## config.mk

```make
export PLATFORM = sky130hd
export DESIGN_NAME = card_dealer_flat
export DESIGN_NICKNAME = d
export VERILOG_FILES = /design/src/rtl/card_dealer_if.sv /design/src/rtl/card_dealer.sv /design/src/flat_wrapper.sv
export SDC_FILE = /design/constraint.sdc
export NUM_CORES = 1
export LEC_CHECK = 0
export ABC_AREA = 1
export CORE_MARGIN = 8
export CORE_UTILIZATION = 25
export DETAILED_ROUTE_END_ITERATION = 16
export PLACE_DENSITY = 0.44
export SLEW_MARGIN = 20
export SYNTH_ARGS = -nofsm -noshare
export SYNTH_HDL_FRONTEND = slang
export SYNTH_SLANG_ARGS = --single-unit
```

## constraint.sdc

```tcl
create_clock -name clk -period 5.05 [get_ports clk]
set_clock_uncertainty 0.2 [all_clocks]
set_input_delay 1.01 -clock clk [delete_from_list [all_inputs] [get_ports clk]]
set_output_delay 1.01 -clock clk [all_outputs]
set_load 0.02 [all_outputs]
```

## src/rtl/card_dealer_if.sv

```systemverilog
// Deal request/status and the two dealt 5-card hands between dealer and its consumer.
interface card_dealer_if;
    logic       deal;
    logic       busy;
    logic       valid;
    logic [5:0] a1, a2, a3, a4, a5;
    logic [5:0] b1, b2, b3, b4, b5;

    modport master (
        output deal,
        input  busy, valid,
        input  a1, a2, a3, a4, a5,
        input  b1, b2, b3, b4, b5
    );

    modport slave (
        input  deal,
        output busy, valid,
        output a1, a2, a3, a4, a5,
        output b1, b2, b3, b4, b5
    );
endinterface

```

## src/rtl/card_dealer.sv

```systemverilog
// LFSR-driven Fisher-Yates shuffle of a 52-card deck, dealing deck[0..4] to
// player 1 and deck[5..9] to player 2.
module card_dealer #(
    parameter logic [5:0] LFSR_SEED = 6'd1
) (
    input  logic         clk,
    input  logic         rst,
    card_dealer_if.slave bus
);
    localparam int unsigned DECK_N = 52;
    localparam int unsigned HAND_N = 10;
    localparam int unsigned CARD_W = 6;

    // A zero seed would lock the LFSR up, so it is replaced by 1.
    localparam logic [CARD_W-1:0] SEED_EFF = (LFSR_SEED == 6'd0) ? 6'd1 : LFSR_SEED;

    localparam logic [2:0] ST_IDLE    = 3'd0;
    localparam logic [2:0] ST_INIT    = 3'd1;
    localparam logic [2:0] ST_SHUFFLE = 3'd2;
    localparam logic [2:0] ST_DEAL    = 3'd3;
    localparam logic [2:0] ST_DONE    = 3'd4;

    logic [2:0]        state_q, state_d;
    logic [CARD_W-1:0] lfsr_q, lfsr_next;
    logic [CARD_W-1:0] i_q;
    logic [CARD_W-1:0] r;
    logic              accept;
    logic              busy_q, valid_q;
    logic [CARD_W-1:0] deck   [DECK_N];
    logic [CARD_W-1:0] hand_q [HAND_N];

    assign lfsr_next = {lfsr_q[4:0], lfsr_q[5] ^ lfsr_q[4]};
    assign r         = lfsr_q - 6'd1;
    assign accept    = (r <= i_q);

    // State register
    always_ff @(posedge clk or posedge rst) begin
        if (rst) state_q <= ST_IDLE;
        else     state_q <= state_d;
    end

    // Next-state logic
    always_comb begin
        state_d = state_q;
        case (state_q)
            ST_IDLE, ST_DONE: if (bus.deal) state_d = ST_INIT;
            ST_INIT:          state_d = ST_SHUFFLE;
            ST_SHUFFLE:       if (accept && (i_q == 6'd1)) state_d = ST_DEAL;
            ST_DEAL:          state_d = ST_DONE;
            default:          state_d = ST_IDLE;
        endcase
    end

    // Shuffle control, status flags and the registered hands
    always_ff @(posedge clk or posedge rst) begin
        if (rst) begin
            lfsr_q  <= SEED_EFF;
            i_q     <= '0;
            busy_q  <= 1'b0;
            valid_q <= 1'b0;
            for (int k = 0; k < int'(HAND_N); k++) hand_q[k] <= '0;
        end else begin
            case (state_q)
                ST_IDLE, ST_DONE: begin
                    if (bus.deal) begin
                        busy_q  <= 1'b1;
                        valid_q <= 1'b0;
                    end
                end
                ST_INIT: i_q <= 6'd51;
                ST_SHUFFLE: begin
                    lfsr_q <= lfsr_next;
                    if (accept && (i_q != 6'd1)) i_q <= i_q - 6'd1;
                end
                ST_DEAL: begin
                    for (int k = 0; k < int'(HAND_N); k++) hand_q[k] <= deck[k];
                    busy_q  <= 1'b0;
                    valid_q <= 1'b1;
                end
                default: ;
            endcase
        end
    end

    // Deck storage needs no reset: INIT rebuilds it before every shuffle.
    always_ff @(posedge clk) begin
        if (state_q == ST_INIT) begin
            for (int k = 0; k < int'(DECK_N); k++) deck[k] <= CARD_W'(k);
        end else if ((state_q == ST_SHUFFLE) && accept) begin
            deck[i_q] <= deck[r];
            deck[r]   <= deck[i_q];
        end
    end

    assign bus.busy  = busy_q;
    assign bus.valid = valid_q;
    assign bus.a1    = hand_q[0];
    assign bus.a2    = hand_q[1];
    assign bus.a3    = hand_q[2];
    assign bus.a4    = hand_q[3];
    assign bus.a5    = hand_q[4];
    assign bus.b1    = hand_q[5];
    assign bus.b2    = hand_q[6];
    assign bus.b3    = hand_q[7];
    assign bus.b4    = hand_q[8];
    assign bus.b5    = hand_q[9];
endmodule

```

## src/flat_wrapper.sv

```systemverilog
// flat-port wrapper written by rule: the top's interface ports become plain ports
module card_dealer_flat 
#(
    parameter logic [5:0] LFSR_SEED = 6'd1
)
  (clk, rst, bus_deal, bus_busy, bus_valid, bus_a1, bus_a2, bus_a3, bus_a4, bus_a5, bus_b1, bus_b2, bus_b3, bus_b4, bus_b5);
  card_dealer_if bus_i ();
  input  logic clk;
  input  logic rst;
  input wire logic [$bits(bus_i.deal)-1:0] bus_deal;
  output wire logic [$bits(bus_i.busy)-1:0] bus_busy;
  output wire logic [$bits(bus_i.valid)-1:0] bus_valid;
  output wire logic [$bits(bus_i.a1)-1:0] bus_a1;
  output wire logic [$bits(bus_i.a2)-1:0] bus_a2;
  output wire logic [$bits(bus_i.a3)-1:0] bus_a3;
  output wire logic [$bits(bus_i.a4)-1:0] bus_a4;
  output wire logic [$bits(bus_i.a5)-1:0] bus_a5;
  output wire logic [$bits(bus_i.b1)-1:0] bus_b1;
  output wire logic [$bits(bus_i.b2)-1:0] bus_b2;
  output wire logic [$bits(bus_i.b3)-1:0] bus_b3;
  output wire logic [$bits(bus_i.b4)-1:0] bus_b4;
  output wire logic [$bits(bus_i.b5)-1:0] bus_b5;
  assign bus_i.deal = bus_deal;
  assign bus_busy = bus_i.busy;
  assign bus_valid = bus_i.valid;
  assign bus_a1 = bus_i.a1;
  assign bus_a2 = bus_i.a2;
  assign bus_a3 = bus_i.a3;
  assign bus_a4 = bus_i.a4;
  assign bus_a5 = bus_i.a5;
  assign bus_b1 = bus_i.b1;
  assign bus_b2 = bus_i.b2;
  assign bus_b3 = bus_i.b3;
  assign bus_b4 = bus_i.b4;
  assign bus_b5 = bus_i.b5;
  card_dealer #(.LFSR_SEED(LFSR_SEED)) u_core (.clk(clk), .rst(rst), .bus(bus_i));
endmodule
```

# After elaboration in Yosys (flattened, before gate mapping)
# Memory sizes are Yosys's and may differ from the RTL's. A register that Yosys moved wholly into a read port is not among the register bits.
# Cells that the tools add are included.
[word_totals] reg_bits=17 ram_bits=312 word_cells=51 n_memories=1
[classes] addsub=2 magnitude_cmp=1 n_eq_ne=9 mux=20 bitwise=1 n_reduce_logical=12
[memory_table] memory="u_core.deck" depth=52 word_bits=6 rd=12 rd_clocked_by_memory_dff=10 write_ports=52 line_no="card_dealer.sv:29" text="logic [CARD_W-1:0] deck [DECK_N];"
[ops] op="6-bit 2-to-1 mux" count=5
[ops] op="3-bit case mux with 4 select lines" count=1
[ops] op="6-bit case mux with 2 select lines" count=1
[ops] op="6-bit OR reduction" count=2
[ops] op="6-bit by 1-bit subtractor with 6-bit output (second input constant)" count=2
[ops] op="1-bit 2-to-1 mux" count=9
[ops] op="3-bit by 2-bit == test with 1-bit output (second input constant)" count=2
[ops] op="6-bit by 1-bit == test with 1-bit output (second input constant)" count=1
[ops] op="6-bit <= comparator" count=1
[ops] op="3-bit 2-to-1 mux" count=2
[ops] op="6-bit by 1-bit != test with 1-bit output (second input constant)" count=1
[ops] op="2-bit AND reduction" count=3
[ops] op="2-bit by 1-bit != test with 1-bit output (second input constant)" count=2
[ops] op="1-bit case mux with 2 select lines" count=2
[ops] op="2-bit nonzero test" count=2
[ops] op="3-bit by 1-bit == test with 1-bit output (second input constant)" count=1
[ops] op="3-bit == test (second input constant)" count=1
[ops] op="1-bit logical AND" count=3
[ops] op="3-bit zero test" count=1
[ops] op="2-bit != test (second input constant)" count=1
[ops] op="2-bit OR reduction" count=1
[ops] op="1-bit bitwise XOR" count=1

# Longest topological paths before layout
# Gate-level depths: netlist of the first run.
[logic_depth] depth_word=8 mapped_depth=24

# Worst setup path after synthesis of the first run
# Ideal clock, no wire load.
[synth_path] path_type="register to register" start="register u_core.lfsr_q[0]" end="memory u_core.deck[57][0] (enable)" setup_time_ns=0.377 arrival_time_ns=3.788 setup_slack_ns=0.685 stages_incl_launch_ff=21 period_less_slack_ns=4.365 cell_sequence="dfstp_2 -> buf_4 -> inv_4 -> buf_6 -> buf_2 -> buf_6 -> ha_1 -> inv_1 -> buf_2 -> buf_1 -> ha_1 -> nand2_1 -> nand2_1 -> nand2_1 -> nand3_1 -> nand2_4 -> nand2_2 -> buf_2 -> nor2_2 -> inv_1 -> o21ai_0"
[synth_lines] element="from (decl)" line_no="card_dealer.sv:24" text="logic [CARD_W-1:0] lfsr_q, lfsr_next;"
[synth_lines] element="from (signal assigned)" line_no="card_dealer.sv:72" text="lfsr_q <= lfsr_next;"
[synth_lines] element="to (decl)" line_no="card_dealer.sv:29"

==> results of run 1 <==
-- metal layers --
metal | part of all wire (%) | global-route usage (%) | vias up
li1 | - | - | 14435
met3 | 8.7 | 3.391 | 356
met4 | 5.3 | 9.201 | 0
met5 | 0 | 0 | -
met2 | 44 | 32.63 | 1472
met1 | 42 | 27.18 | 14470
-- layout by cell type (no fill, tap or decap), types with 20 or more instances in the layout --
master              n
nand2_1          2404
edfxtp_1          384
inv_1             345
nand3_1           330
o21ai_0           317
nor2_1            147
buf_4             107
dfrtp_1            73
nor2_2             64
clkdlybuf4s50_1    64
clkbuf_16          60
a21oi_1            29
nand3b_1           26
o211ai_1           24
nor2_4             20
-- registers in the layout (all words and copies together), names as in the netlist, 6 cells and up --
register and count:
u_core.deck 384, bus_a1 6, bus_a2 6, bus_a3 6
bus_a4 6, bus_a5 6, bus_b1 6, bus_b2 6
bus_b3 6, bus_b4 6, bus_b5 6, u_core.i_q 6
u_core.lfsr_q 6
-- final cells by class --
| cell class | instances | area (µm²) |
|---|---|---|
| clock buffers | 80 | 1637 |
| clock inverters | 27 | 209.0 |
| fillers | 13674 | 88080 |
| inverters | 365 | 1385 |
| multi-input cells | 3480 | 15040 |
| flip-flops and latches | 461 | 13470 |
| well taps | 1637 | 2048 |
| repair buffers | 187 | 1764 |
-- path summary, 6_finish.rpt --
path,end,startpoint,cells after the start
max,u_core.deck[60][1],u_core.lfsr_q[0],13
min,bus_b5[4],bus_b5[4],2
max reg2reg,u_core.deck[60][1],u_core.lfsr_q[0],13
min reg2reg,bus_b5[4],bus_b5[4],2
max in group asynchronous,u_core.lfsr_q[0],rst,3
min in group asynchronous,bus_a1[4],rst,2
-- worst max-delay path, delay by kind of cell, from the launching register on --
kind	cells	cell delay [ns]
adders and majority gates	2	0.48
buffers and inverters	2	0.38
and+or+nand+nor	8	1.91
AOI/OAI and AO/OA	1	0.74
DFF	1	0.66
-- power by group through the flow --
stage	clock network, mW	registers, mW	logic, mW
3_5_place_dp	0	5.54	9.41
2_1_floorplan	0	5.65	4.65
3_3_place_gp	0	5.53	9.42
4_1_cts	4.25	5.46	9.43
5_1_grt	4.39	5.54	10.1
6_report	4.19	5.46	9.60
-- cell usage after synthesis, types with 24 or more instances --
library cell / count / area share (%)
o21ai_0: 317 / 5.1
inv_1: 349 / 4.2
nand2_1: 2414 / 29
clkbuf_1: 73 / 0.88
nor2_2: 63 / 1.3
edfxtp_1: 384 / 37
buf_2: 149 / 2.4
dfrtp_1: 76 / 6.1
nand3b_1: 26 / 0.63
nand3_1: 331 / 5.3
o211ai_1: 24 / 0.58
nor2_1: 149 / 1.8
a21oi_1: 29 / 0.47
-- cells by family after synthesis --
group,after synthesis
fa+ha+maj,9
xor+xnor,2
simple gates,3050
flops,461
compound gates,419
buf+inv,633
-- stage by stage --
step	instance area [µm²]	std cells	setup WS [ns]	hold slack [ns]
floorplan	31150	4574	0.6852	0.2746
global placement	33710	6130	0.5874	0.2564
detailed placement	33710	6130	0.4349	0.2630
CTS	35560	6237	0.4140	0.2781
global route	35560	6237	0.1361	0.2933
finish	35560	6237	0.2862	0.2704
==> impl_metrics.csv, run 1 <==
group,metric,value,unit
grt,track_usage,20.48,%
synth,async_reset_ff_share,16.70,%
synth,synth_xor_area_share,0.1044,%
grt,grt_max_degree,156,
placed_design,hpwl,95420,µm
critical_path,cp.arrival,4.88,ns
grt,grt_pass1_wl,207400,µm
timing,finalCriticalPeriod,4.764,ns
detailed_routing,drc,0,
floorplanning,start_util,25.20,%
synth,synth_edf_count,384,
power_and_ir_drop,leakagePower,16.18,nW
detailed_routing,dr.first_iter.drc_count,3798,
cts,clock_sinks,461,
critical_path,r2r_slack,0.29,ns
finish,nets,4565,
synth,synth_seq_area_share,43.20,%
detailed_routing,postRouteAntennaNets,0,
critical_path,worst-setup-path-type,"reg -> reg",
grt,antenna_found_initial,2,
synth,ys.flop_type,"edfxtp_1",
cts,cts_resized,0,
floorplanning,core.rowCount,129,
timing,worst_pin_slew,1.121,ns
floorplanning,io_pins,65,
critical_path,required,5.17,ns
synth,synth_cells,4574,
critical_path,endpoint_kind,"flip-flop",
detailed_routing,vias_per_cell,4.928,
power_and_ir_drop,pwr-share-seq,28.4,%
floorplanning,core,0.1236,mm²
detailed_routing,avgRoutedWirePerCell,23.19,µm
detailed_routing,vias,30733,
power_and_ir_drop,peakVddDrop,0.7282,mV
synth,yosys.area_share.simple,40.41,%
synth,synth_cell_types,41,
critical_path,start_kind,"flip-flop",
power_and_ir_drop,p_switching,9.628,mW
timing,max_freq,209.9,MHz
synth,synth-compound-area-share,7.169,%
timing,slew_violations,0,
cts,holdBufCountCts,0,
synth,yosysWarningCount,0,
finish,final_util,28.76,%
finish,drive_above_1_share,8.000,%
timing,final_hold_viol_count,0,
grt,grt.overflow.total,0,
cts,postCtsSetupBuffers,0,
cts,cts_tree,"built",
synth,synth.area.mux_share,0,%
critical_path,slowest_delay,0.74,ns
timing,slew_headroom,24.87,%
synth,syn_area_per_cell,6.811,µm²
synth,syn_area,0.03115,mm²
finish,synthToLayoutAreaGrowth,14.13,%
finish,num_antenna_cells,0,
power_and_ir_drop,power,19.26,mW
critical_path,path_cells,"inv_8 -> ha_4 -> nand3_1 -> nand2_4 -> ha_1 -> nand2_1 -> nor2_1 -> nand3_1 -> nand2_4 -> nand2_2 -> nor2_1 -> inv_1 -> o21ai_0",
cts,numCtsBuffers,58,
critical_path,path_max_fanout,20,
worst_hold_path,hp-class,"reg -> reg",
detailed_routing,first_pass_iters,5,
critical_path,cpMaxStageDelayCell,"o21ai_0",
power_and_ir_drop,p_int,9.627,mW
cts,path_clk_slew,0.07,ns
power_and_ir_drop,power_frac_comb,49.9,%
cts,cts_buffer_depth,3,
synth,yosys_register_bits,461,
cts,cts_htree_levels,2,
floorplanning,die-height,369.0,µm
power_and_ir_drop,p_clk_share,21.8,%
synth,synthAdderAreaFrac,0.3614,%
power_and_ir_drop,p_per_area,541.6,mW/mm²
grt,grt_pass1_vias,28891,
placed_design,numPortBuffers,64,
timing,finalSetupTns,0,ns
timing,period_share,94.33,%
flow_run,cap_violations,0,
synth,synth_top_family_by_area,"simple AND/OR/NAND/NOR gates",
power_and_ir_drop,p_sw_share,50.00,%
detailed_routing,drt-total-wl,144700,µm
synth,syn-num-nets,4586,
floorplanning,die_area,0.1362,mm²
cts,clk-insertion-delay-late,0.69,ns
run_status,status,"finished clean",
timing,setup_viol,0,
cts,clockRootBuffer,"clkbuf_16",
placed_design,place_congestion,0.9137,
floorplanning,die_width,369.0,µm
timing,grt_setup_unrepaired,"no",
Note: power is estimated with default switching activity, not from simulation.
==> inputs of run 2 (changes only) <==
- CORE_MARGIN: 8 -> 2
==> impl_metrics.csv, run 2 (synthesis results as in run 1) <==
group,metric,value,unit
finish,most-common-layout-cells,"nand2_1, edfxtp_1, inv_1, nand3_1, o21ai_0",
timing,worst_pin_slew,1.181,ns
finish,top_register,"u_core.deck",
power_and_ir_drop,p_sw_share,50.10,%
timing,period_share,90.84,%
power_and_ir_drop,power_frac_comb,49.2,%
power_and_ir_drop,p_int,9.811,mW
floorplanning,core,0.1236,mm²
cts,cts_htree_levels,2,
cts,clock_sinks,461,
detailed_routing,avgRoutedWirePerCell,23.23,µm
timing,slew_violations,0,
grt,grt_pass1_vias,28188,
critical_path,endpoint_kind,"flip-flop",
timing,finalSetupTns,0,ns
cts,cts_resized,0,
grt,antenna_found_initial,1,
run_status,status,"finished clean",
timing,max_freq,218.0,MHz
finish,final_common_cell,"nand2_1",
critical_path,path_cells,"inv_8 -> nand3_1 -> nand2_2 -> nand2_4 -> inv_4 -> ha_1 -> nand2_1 -> nor2_1 -> nand3_1 -> nand2_4 -> nand2_2 -> nor2_1 -> buf_4 -> inv_1 -> o21ai_0",
critical_path,worst-setup-path-type,"reg -> reg",
critical_path,slowest_delay,0.67,ns
power_and_ir_drop,p_switching,9.849,mW
finish,largest_reg_flops,384,
floorplanning,die-height,357.0,µm
grt,track_usage,22.27,%
placed_design,hpwl,96340,µm
timing,slew_headroom,20.81,%
detailed_routing,dr.first_iter.drc_count,4089,
floorplanning,core.rowCount,129,
critical_path,crit_family,"simple AND/OR/NAND/NOR gates",
power_and_ir_drop,leakagePower,16.24,nW
floorplanning,die_area,0.1275,mm²
floorplanning,io_pins,65,
cts,cts_tree,"built",
placed_design,placedCellCount,6139,
power_and_ir_drop,pwr-share-seq,28.0,%
placed_design,numPortBuffers,64,
finish,drive_above_1_share,8.286,%
cts,holdBufCountCts,0,
power_and_ir_drop,peakVddDrop,0.4475,mV
power_and_ir_drop,power,19.66,mW
timing,finalCriticalPeriod,4.588,ns
finish,postLayoutCellArea,0.03568,mm²
critical_path,required,5.17,ns
detailed_routing,vias,30958,
critical_path,cp.depth,15,
timing,setup_viol,0,
timing,final_hold_viol_count,0,
detailed_routing,first_pass_iters,6,
critical_path,crit_buf_inv,4,
floorplanning,start_util,25.20,%
placed_design,placed_area,0.03369,mm²
critical_path,r2r_cells,15,
detailed_routing,vias_per_cell,4.956,
timing,grt_setup_unrepaired,"no",
cts,cts_buffer_depth,3,
critical_path,cp.arrival,4.70,ns
critical_path,path_max_fanout,22,
cts,clockRootBuffer,"clkbuf_16",
cts,numCtsBuffers,58,
grt,grt.busiest_layer,"met2",
floorplanning,die_width,357.0,µm
grt,grt_pass1_wl,206500,µm
power_and_ir_drop,p_per_area,551.0,mW/mm²
grt,grt_max_degree,118,
finish,nets,4574,
detailed_routing,postRouteAntennaNets,0,
power_and_ir_drop,p_clk_share,22.8,%
timing,fin_ws,0.4623,ns
detailed_routing,drt-total-wl,145100,µm
cts,clk-insertion-delay-late,0.69,ns
cts,postCtsSetupBuffers,0,
grt,grtUsageMet2,34.83,%
flow_run,cap_violations,0,
critical_path,cpMaxStageDelayCell,"o21ai_0",
placed_design,pre_cts_ws,0.5232,ns
grt,met3_usage,3.857,%
grt,grt.overflow.total,0,
worst_hold_path,holdPathStages,2,
critical_path,start_kind,"flip-flop",
grt,grtUsageMet1,30.57,%
finish,num_antenna_cells,0,
detailed_routing,drc,0,
cts,path_clk_slew,0.06,ns
finish,stdcell_count,6247,
placed_design,place_congestion,0.9505,
worst_hold_path,hp-class,"reg -> reg",
finish,synthToLayoutAreaGrowth,14.53,%
-- run 2: cell count changes in the layout (fill, tap and decap cells not counted), sizes merged --
cell | before | now
clkbuf | 80 | 74
inv | 366 | 368
buf | 123 | 132
bufinv | 2 | 7
clkinv | 21 | 20
clkinvlp | 3 | 4
-- run 2: layout make-up --
| class | count | area, µm² |
|---|---|---|
| clock inverter | 34 | 410.4 |
| clock buffer | 74 | 1584 |
| fill | 13571 | 87960 |
| tap | 1637 | 2048 |
| sequential | 461 | 13470 |
| timing repair buffer | 196 | 1732 |
| inverter | 365 | 1385 |
| multi-input combinational | 3480 | 15050 |
-- run 2: power by group through the flow --
stage | logic (mW) | registers [mW] | clock network [mW]
finish | 9.67 | 5.51 | 4.48
global route | 10.0 | 5.58 | 4.70
CTS | 9.45 | 5.51 | 4.55
detailed placement | 9.42 | 5.58 | 0
global placement | 9.42 | 5.58 | 0
floorplan | 4.65 | 5.65 | 0
-- run 2: stage by stage --
step | hold WS [ns] | utilization, %
floorplan | 0.2746 | -
global route | 0.2861 | 28.86
CTS | 0.2687 | 28.86
detailed placement | 0.2629 | 27.25
finish | 0.2730 | 28.86
global placement | 0.2568 | 27.24
-- run 2: worst paths after layout --
check	slack (ns)	endpoint	startpoint
min	0.27	bus_b5[2]	bus_b5[2]
min reg2reg	0.27	bus_b5[2]	bus_b5[2]
max reg2reg	0.46	u_core.deck[60][4]	u_core.lfsr_q[0]
max in group asynchronous	3.60	u_core.i_q[1]	rst
min in group asynchronous	0.30	bus_a4[0]	rst
max	0.46	u_core.deck[60][4]	u_core.lfsr_q[0]
-- run 2: worst reg2reg max path, stage by stage (launching register included) --
cell	delay [ns]
dfstp_4	0.66
inv_8	0.09
nand3_1	0.13
nand2_2	0.11
nand2_4	0.20
inv_4	0.10
ha_1	0.30
nand2_1	0.07
nor2_1	0.14
nand3_1	0.13
nand2_4	0.21
nand2_2	0.35
nor2_1	0.49
buf_4	0.24
inv_1	0.14
o21ai_0	0.67
-- run 2: layer usage --
metal / share of wire (%) / routed length, µm
met5: 0.0096 / 14
met2: 44 / 64060
met1: 43 / 61950
met4: 4.1 / 5970
met3: 9.0 / 13120
